## src/rtl/mem_port_arbiter.sv

```systemverilog
// Arbitrates the unified single-ported memory between instruction fetch and
// the MEM stage, one transaction at a time, with a per-transaction watchdog.
module mem_port_arbiter #(
    parameter int ADDR_W  = 32,
    parameter int DATA_W  = 32,
    parameter int TIMEOUT = 255
) (
    input  logic              clk,
    input  logic              rst_n,
    input  logic              if_req,
    input  logic [ADDR_W-1:0] if_addr,
    output logic [DATA_W-1:0] if_rdata,
    output logic              if_ack,
    input  logic              d_memread,
    input  logic              d_memwrite,
    input  logic [ADDR_W-1:0] d_addr,
    input  logic [DATA_W-1:0] d_wdata,
    output logic [DATA_W-1:0] d_rdata,
    output logic              d_ack,
    output logic              stall,
    output logic              mem_req,
    output logic              mem_we,
    output logic [ADDR_W-1:0] mem_addr,
    output logic [DATA_W-1:0] mem_wdata,
    input  logic [DATA_W-1:0] mem_rdata,
    input  logic              mem_ready,
    output logic              err
);

    localparam int CNT_W = $clog2(TIMEOUT + 1);
    localparam logic [CNT_W-1:0] LAST_WAIT = CNT_W'(TIMEOUT - 1);

    typedef enum logic [1:0] {IDLE, DATA, FETCH} state_t;

    state_t            r_state,     w_nextState;
    logic              r_memReq,    w_nextMemReq;
    logic              r_memWe,     w_nextMemWe;
    logic [ADDR_W-1:0] r_memAddr,   w_nextMemAddr;
    logic [DATA_W-1:0] r_memWdata,  w_nextMemWdata;
    logic              r_ifAck,     w_nextIfAck;
    logic              r_dAck,      w_nextDAck;
    logic [DATA_W-1:0] r_ifRdata,   w_nextIfRdata;
    logic [DATA_W-1:0] r_dRdata,    w_nextDRdata;
    logic              r_err,       w_nextErr;
    logic [CNT_W-1:0]  r_waitCnt,   w_nextWaitCnt;

    logic              w_dPend;
    logic              w_iPend;
    logic [DATA_W-1:0] w_respData;

    // A requester still holding its request during its ack cycle is not re-served.
    assign w_dPend    = (d_memread | d_memwrite) & ~r_dAck;
    assign w_iPend    = if_req & ~r_ifAck;
    assign w_respData = mem_ready ? mem_rdata : '0;

    always_comb begin
        w_nextState    = r_state;
        w_nextMemReq   = r_memReq;
        w_nextMemWe    = r_memWe;
        w_nextMemAddr  = r_memAddr;
        w_nextMemWdata = r_memWdata;
        w_nextIfAck    = 1'b0;
        w_nextDAck     = 1'b0;
        w_nextIfRdata  = r_ifRdata;
        w_nextDRdata   = r_dRdata;
        w_nextErr      = r_err;
        w_nextWaitCnt  = r_waitCnt;

        case (r_state)
            IDLE: begin
                // Data wins ties: MEM holds the older instruction.
                if (w_dPend) begin
                    w_nextState    = DATA;
                    w_nextMemReq   = 1'b1;
                    w_nextMemWe    = d_memwrite;
                    w_nextMemAddr  = d_addr;
                    w_nextMemWdata = d_wdata;
                    w_nextWaitCnt  = '0;
                end else if (w_iPend) begin
                    w_nextState    = FETCH;
                    w_nextMemReq   = 1'b1;
                    w_nextMemWe    = 1'b0;
                    w_nextMemAddr  = if_addr;
                    w_nextWaitCnt  = '0;
                end
            end
            DATA, FETCH: begin
                w_nextWaitCnt = r_waitCnt + CNT_W'(1);
                if (mem_ready || (r_waitCnt == LAST_WAIT)) begin
                    w_nextState   = IDLE;
                    w_nextMemReq  = 1'b0;
                    w_nextWaitCnt = '0;
                    if (!mem_ready) begin
                        w_nextErr = 1'b1;
                    end
                    // Completed stores leave d_rdata alone; timeouts return zero.
                    if (r_state == DATA) begin
                        w_nextDAck = 1'b1;
                        if (!r_memWe || !mem_ready) begin
                            w_nextDRdata = w_respData;
                        end
                    end else begin
                        w_nextIfAck   = 1'b1;
                        w_nextIfRdata = w_respData;
                    end
                end
            end
            default: w_nextState = IDLE;
        endcase
    end

    always_ff @(posedge clk or negedge rst_n) begin
        if (!rst_n) begin
            r_state    <= IDLE;
            r_memReq   <= 1'b0;
            r_memWe    <= 1'b0;
            r_memAddr  <= '0;
            r_memWdata <= '0;
            r_ifAck    <= 1'b0;
            r_dAck     <= 1'b0;
            r_ifRdata  <= '0;
            r_dRdata   <= '0;
            r_err      <= 1'b0;
            r_waitCnt  <= '0;
        end else begin
            r_state    <= w_nextState;
            r_memReq   <= w_nextMemReq;
            r_memWe    <= w_nextMemWe;
            r_memAddr  <= w_nextMemAddr;
            r_memWdata <= w_nextMemWdata;
            r_ifAck    <= w_nextIfAck;
            r_dAck     <= w_nextDAck;
            r_ifRdata  <= w_nextIfRdata;
            r_dRdata   <= w_nextDRdata;
            r_err      <= w_nextErr;
            r_waitCnt  <= w_nextWaitCnt;
        end
    end

    assign stall     = w_dPend | w_iPend;
    assign mem_req   = r_memReq;
    assign mem_we    = r_memWe;
    assign mem_addr  = r_memAddr;
    assign mem_wdata = r_memWdata;
    assign if_ack    = r_ifAck;
    assign d_ack     = r_dAck;
    assign if_rdata  = r_ifRdata;
    assign d_rdata   = r_dRdata;
    assign err       = r_err;

endmodule
```

## config.mk

```make
export PLATFORM = sky130hd
export DESIGN_NAME = mem_port_arbiter
export DESIGN_NICKNAME = d
export VERILOG_FILES = /design/src/rtl/mem_port_arbiter.sv
export SDC_FILE = /design/constraint.sdc
export NUM_CORES = 1
export LEC_CHECK = 0
export BUFFER_PORTS_ARGS = -buffer_cell sky130_fd_sc_hd__clkbuf_2
export CAP_MARGIN = 0
export CORE_MARGIN = 2
export CORE_UTILIZATION = 30
export DETAILED_ROUTE_END_ITERATION = 10
export HOLD_SLACK_MARGIN = 0.03
export SETUP_SLACK_MARGIN = 0.5
export SLEW_MARGIN = 20
export SYNTH_ARGS = -nofsm -noshare
export SYNTH_HDL_FRONTEND = slang
export SYNTH_SLANG_ARGS = --single-unit
```

## constraint.sdc

```tcl
create_clock -name clk -period 4.6 [get_ports clk]
set_input_delay 0.23 -clock clk [delete_from_list [all_inputs] [get_ports clk]]
set_output_delay 0.23 -clock clk [all_outputs]
set_load 0.01 [all_outputs]
```

==> load_flow_metrics.sql <==
INSERT INTO impl_metrics (metric_group, metric, value, unit) VALUES
('sta', 'tightest_slew', '0.706', 'ns'),
('detailed_routing', 'post_drt_via_cell_ratio', '4.54', ''),
('logic_synthesis', 'synthArstFlopShare', '100', '%'),
('die', 'start_util', '30.7', '%'),
('layout', 'final_layout_size_suffix_gt1_share', '46.2', '%'),
('detailed_routing', 'drt_drc_violations_left', '0', ''),
('logic_synthesis', 'synthesis.area', '0.00649', 'mm^2'),
('clocking', 'cts-buffers-inserted', '17', ''),
('run_status', 'status', 'complete, no violations', ''),
('critical_path', 'critPathArrivalTime', '2.57', 'ns'),
('power_and_ir_drop', 'power.switching_fraction', '35.9', '%'),
('placed_design', 'portBuffers', '267', ''),
('logic_synthesis', 'postSynthNetCount', '681', ''),
('global_route', 'grt_antenna_before_repair', '1', ''),
('die', 'fp.coreArea', '0.0212', 'mm^2'),
('sta', 'final-max-slew-violation-count', '0', ''),
('layout', 'finish.net_count', '958', ''),
('detailed_routing', 'antenna_left', '0', ''),
('clocking', 'post_cts_resized', '0', ''),
('die', 'floorplan.die_area', '0.0228', 'mm^2'),
('sta', 'fin_worst_skew', '0.00970', 'ns'),
('placed_design', 'place_hpwl', '11600', 'um'),
('power_and_ir_drop', 'pwr-share-comb', '40.4', '%'),
('placed_design', 'finalWeightedCongestion', '0.763', ''),
('logic_synthesis', 'ys.flop_type', 'dfrtp_1', ''),
('power_and_ir_drop', 'powerDensity', '694', 'mW/mm^2'),
('critical_path', 'critPathRequiredTime', '4.93', 'ns'),
('logic_synthesis', 'synthesis.instances', '543', ''),
('detailed_routing', 'detail_route.wl_per_cell', '15.2', 'um'),
('sta', 'hold_violations', '0', ''),
('power_and_ir_drop', 'worst_ir_drop_vdd', '291', 'uV'),
('global_route', 'global_route_wire_length_before_repair', '27000', 'um'),
('sta', 'fmax', '446', 'MHz'),
('global_route', 'first_global_vias', '5105', ''),
('power_and_ir_drop', 'share_clk_of_total_power', '24.3', '%'),
('critical_path', 'worstSetupEndpointType', 'register', ''),
('power_and_ir_drop', 'power_report.internal_total', '0.00391', 'W'),
('logic_synthesis', 'ys_seq_area_share', '55.1', '%'),
('critical_path', 'critical_path_peak_fanout', '30', ''),
('layout', 'fillCellCount', '2062', ''),
('clocking', 'cts_max_path_buffers', '2', ''),
('sta', 'post-route-min-period', '2.24', 'ns'),
('die', 'chipWidth', '151', 'um'),
('logic_synthesis', 'synth_enable_flop_cells', '0', ''),
('logic_synthesis', 'ys_ff_latch', '143', ''),
('logic_synthesis', 'synth_cell_types', '39', ''),
('logic_synthesis', 'synth_area_per_cell', '12.0', 'um^2'),
('logic_synthesis', 'synth_area_leaders', 'dfrtp_1 (55%), mux2i_1 (9.9%), mux2_2 (5.7%)', ''),
('sta', 'part_of_the_cycle_the_worst_path_needs', '48.7', '%'),
('logic_synthesis', 'synthDominantAreaCellType', 'dfrtp_1', ''),
('logic_synthesis', 'ys.warnings.count', '0', ''),
('die', 'ios', '268', ''),
('run', 'maxCapViolations', '0', ''),
('die', 'row_count', '53', ''),
('detailed_routing', 'drt_first_iter_violations', '216', ''),
('detailed_routing', 'dr_total_vias', '5032', ''),
('placed_design', 'dpl_worst_slack', '2.27', 'ns'),
('sta', 'timing.final.ws_setup', '2.36', 'ns'),
('sta', 'grt_setup_unrepaired', 'no', ''),
('power_and_ir_drop', 'power.leakage', '4.34', 'nW'),
('global_route', 'grt_start_max_net_pins', '67', ''),
('clocking', 'worst_setup_hold_path_clk_slew', '0.06', 'ns'),
('detailed_routing', 'totalWireLength', '16800', 'um'),
('critical_path', 'kind_of_launch_point_of_the_worst_setup_path', 'register', ''),
('critical_path', 'path_class', 'register to register', ''),
('sta', 'timing.hold.ws', '0.0486', 'ns'),
('clocking', 'root_buffer', 'clkbuf_16', ''),
('global_route', 'track_usage', '15.2', '%'),
('layout', 'register_area', '0.00358', 'mm^2'),
('sta', 'final-setup-viol-count', '0', ''),
('layout', 'multiInputGateArea', '0.00248', 'mm^2');
==> cells in the mapped netlist, drive strengths merged (2+ instances only) <==
library cell	instances
or2	3
nand2	69
and3	2
o21ai	40
nand3	5
inv	38
mux2i	64
o21bai	2
nor3	5
a22o	70
nor2	7
dfrtp	143
buf	21
ha	4
clkbuf	17
nor2b	2
mux2	33
a21oi	5
==> sequential cells by signal, indices dropped and copies added (netlist names) <==
name,count
err,1
mem_addr,32
if_rdata,32
mem_req,1
mem_wdata,32
d_ack,1
if_ack,1
mem_we,1
d_rdata,32
r_waitCnt,8
r_state,2
==> power groups by stage <==
stage	Sequential [W]	Combinational, W	Clock [W]
final	0.00215	0.00247	0.00148
after global routing	0.00223	0.00274	0.00159
after CTS	0.00216	0.00251	0.00153
after detailed placement	0.00217	0.00250	0
after global placement	0.00215	0.00247	0
after floorplan	0.00239	0.00138	0
==> logic make-up after synthesis <==
family                   after synthesis  synth area share [%]
adder cells (fa/ha/maj)                4                 0.771
buffers and inverters                 76                  7.17
AO/OA/AOI/OAI                        125                  14.9
multiplexers                          97                  15.6
AND/OR/NAND/NOR                       98                  6.44
flip-flops                           143                  55.1
==> worst paths after layout <==
check / start / endpoint / slack (ns) / depth (start not counted)
min in group asynchronous: rst_n / mem_wdata[0] / 0.35 / 2
hold / removal: d_wdata[30] / mem_wdata[30] / 0.05 / 2
hold reg to reg: mem_addr[2] / mem_addr[2] / 0.48 / 2
setup / recovery: r_waitCnt[0] / if_rdata[28] / 2.36 / 7
max in group asynchronous: rst_n / if_rdata[7] / 3.23 / 3
setup reg to reg: r_waitCnt[0] / if_rdata[28] / 2.36 / 7
==> stage by stage <==
step                power (W)  utilization [%]  cells  instance area [um^2]
floorplan             0.00378                -    543                  6490
global placement      0.00462             37.6   1057                  7960
detailed placement    0.00467             37.6   1057                  7960
CTS                   0.00620             41.5   1108                  8780
global route          0.00655             41.5   1108                  8780
finish                0.00610             41.5   1109                  8780
==> worst max-delay path, cell delays in order (launching register included) <==
cell and delay (ns):
dfrtp_1 0.40, inv_1 0.11, ha_1 0.15, and3_2 0.22
a21oi_2 0.07, nor3b_2 0.39, buf_4 0.56, mux2i_1 0.25
==> final cells by class <==
type	instances	share of cell area (%)
flip-flops and latches	143	40.7
multi-input cells	324	28.2
repair buffers	296	18.3
clock buffers	17	4.84
well taps	275	3.92
clock inverters	15	2.35
inverters	38	1.62
diodes	1	0.0285
==> timing repair <==
action	CTS	global route
hold buffers	19	0
hold endpoints to repair	73	0
buffers inserted	0	0
==> metal layers <==
layer / routed length, um / share of wire, % / track usage (%) / up-vias
met5: 0 / 0 / 0 / -
met4: 236 / 1.4 / 3.79 / 0
met3: 1040 / 6.2 / 4.40 / 9
met2: 8080 / 48 / 24.8 / 161
met1: 7460 / 44 / 19.8 / 2400
li1: - / - / - / 2462
==> cell usage in the layout (no fill, tap or decap), types with 2 or more instances in the layout <==
master,netlist,final
a21oi_1,4,4
a22o_1,38,38
a22o_2,32,32
buf_4,1,10
bufinv_16,0,4
clkbuf_16,0,17
clkbuf_2,0,266
clkinv_2,0,2
clkinv_4,0,3
clkinvlp_4,0,2
dfrtp_1,143,143
dlygate4sd3_1,0,19
ha_1,4,4
inv_1,38,38
inv_6,0,4
mux2_2,33,33
mux2i_1,64,64
nand2_1,69,69
nand3_1,5,5
nor2_1,7,6
nor2b_1,2,2
nor3_1,5,5
o21ai_0,40,39
or2_2,2,2
No activity file was read; power rests on OpenSTA's default activity.
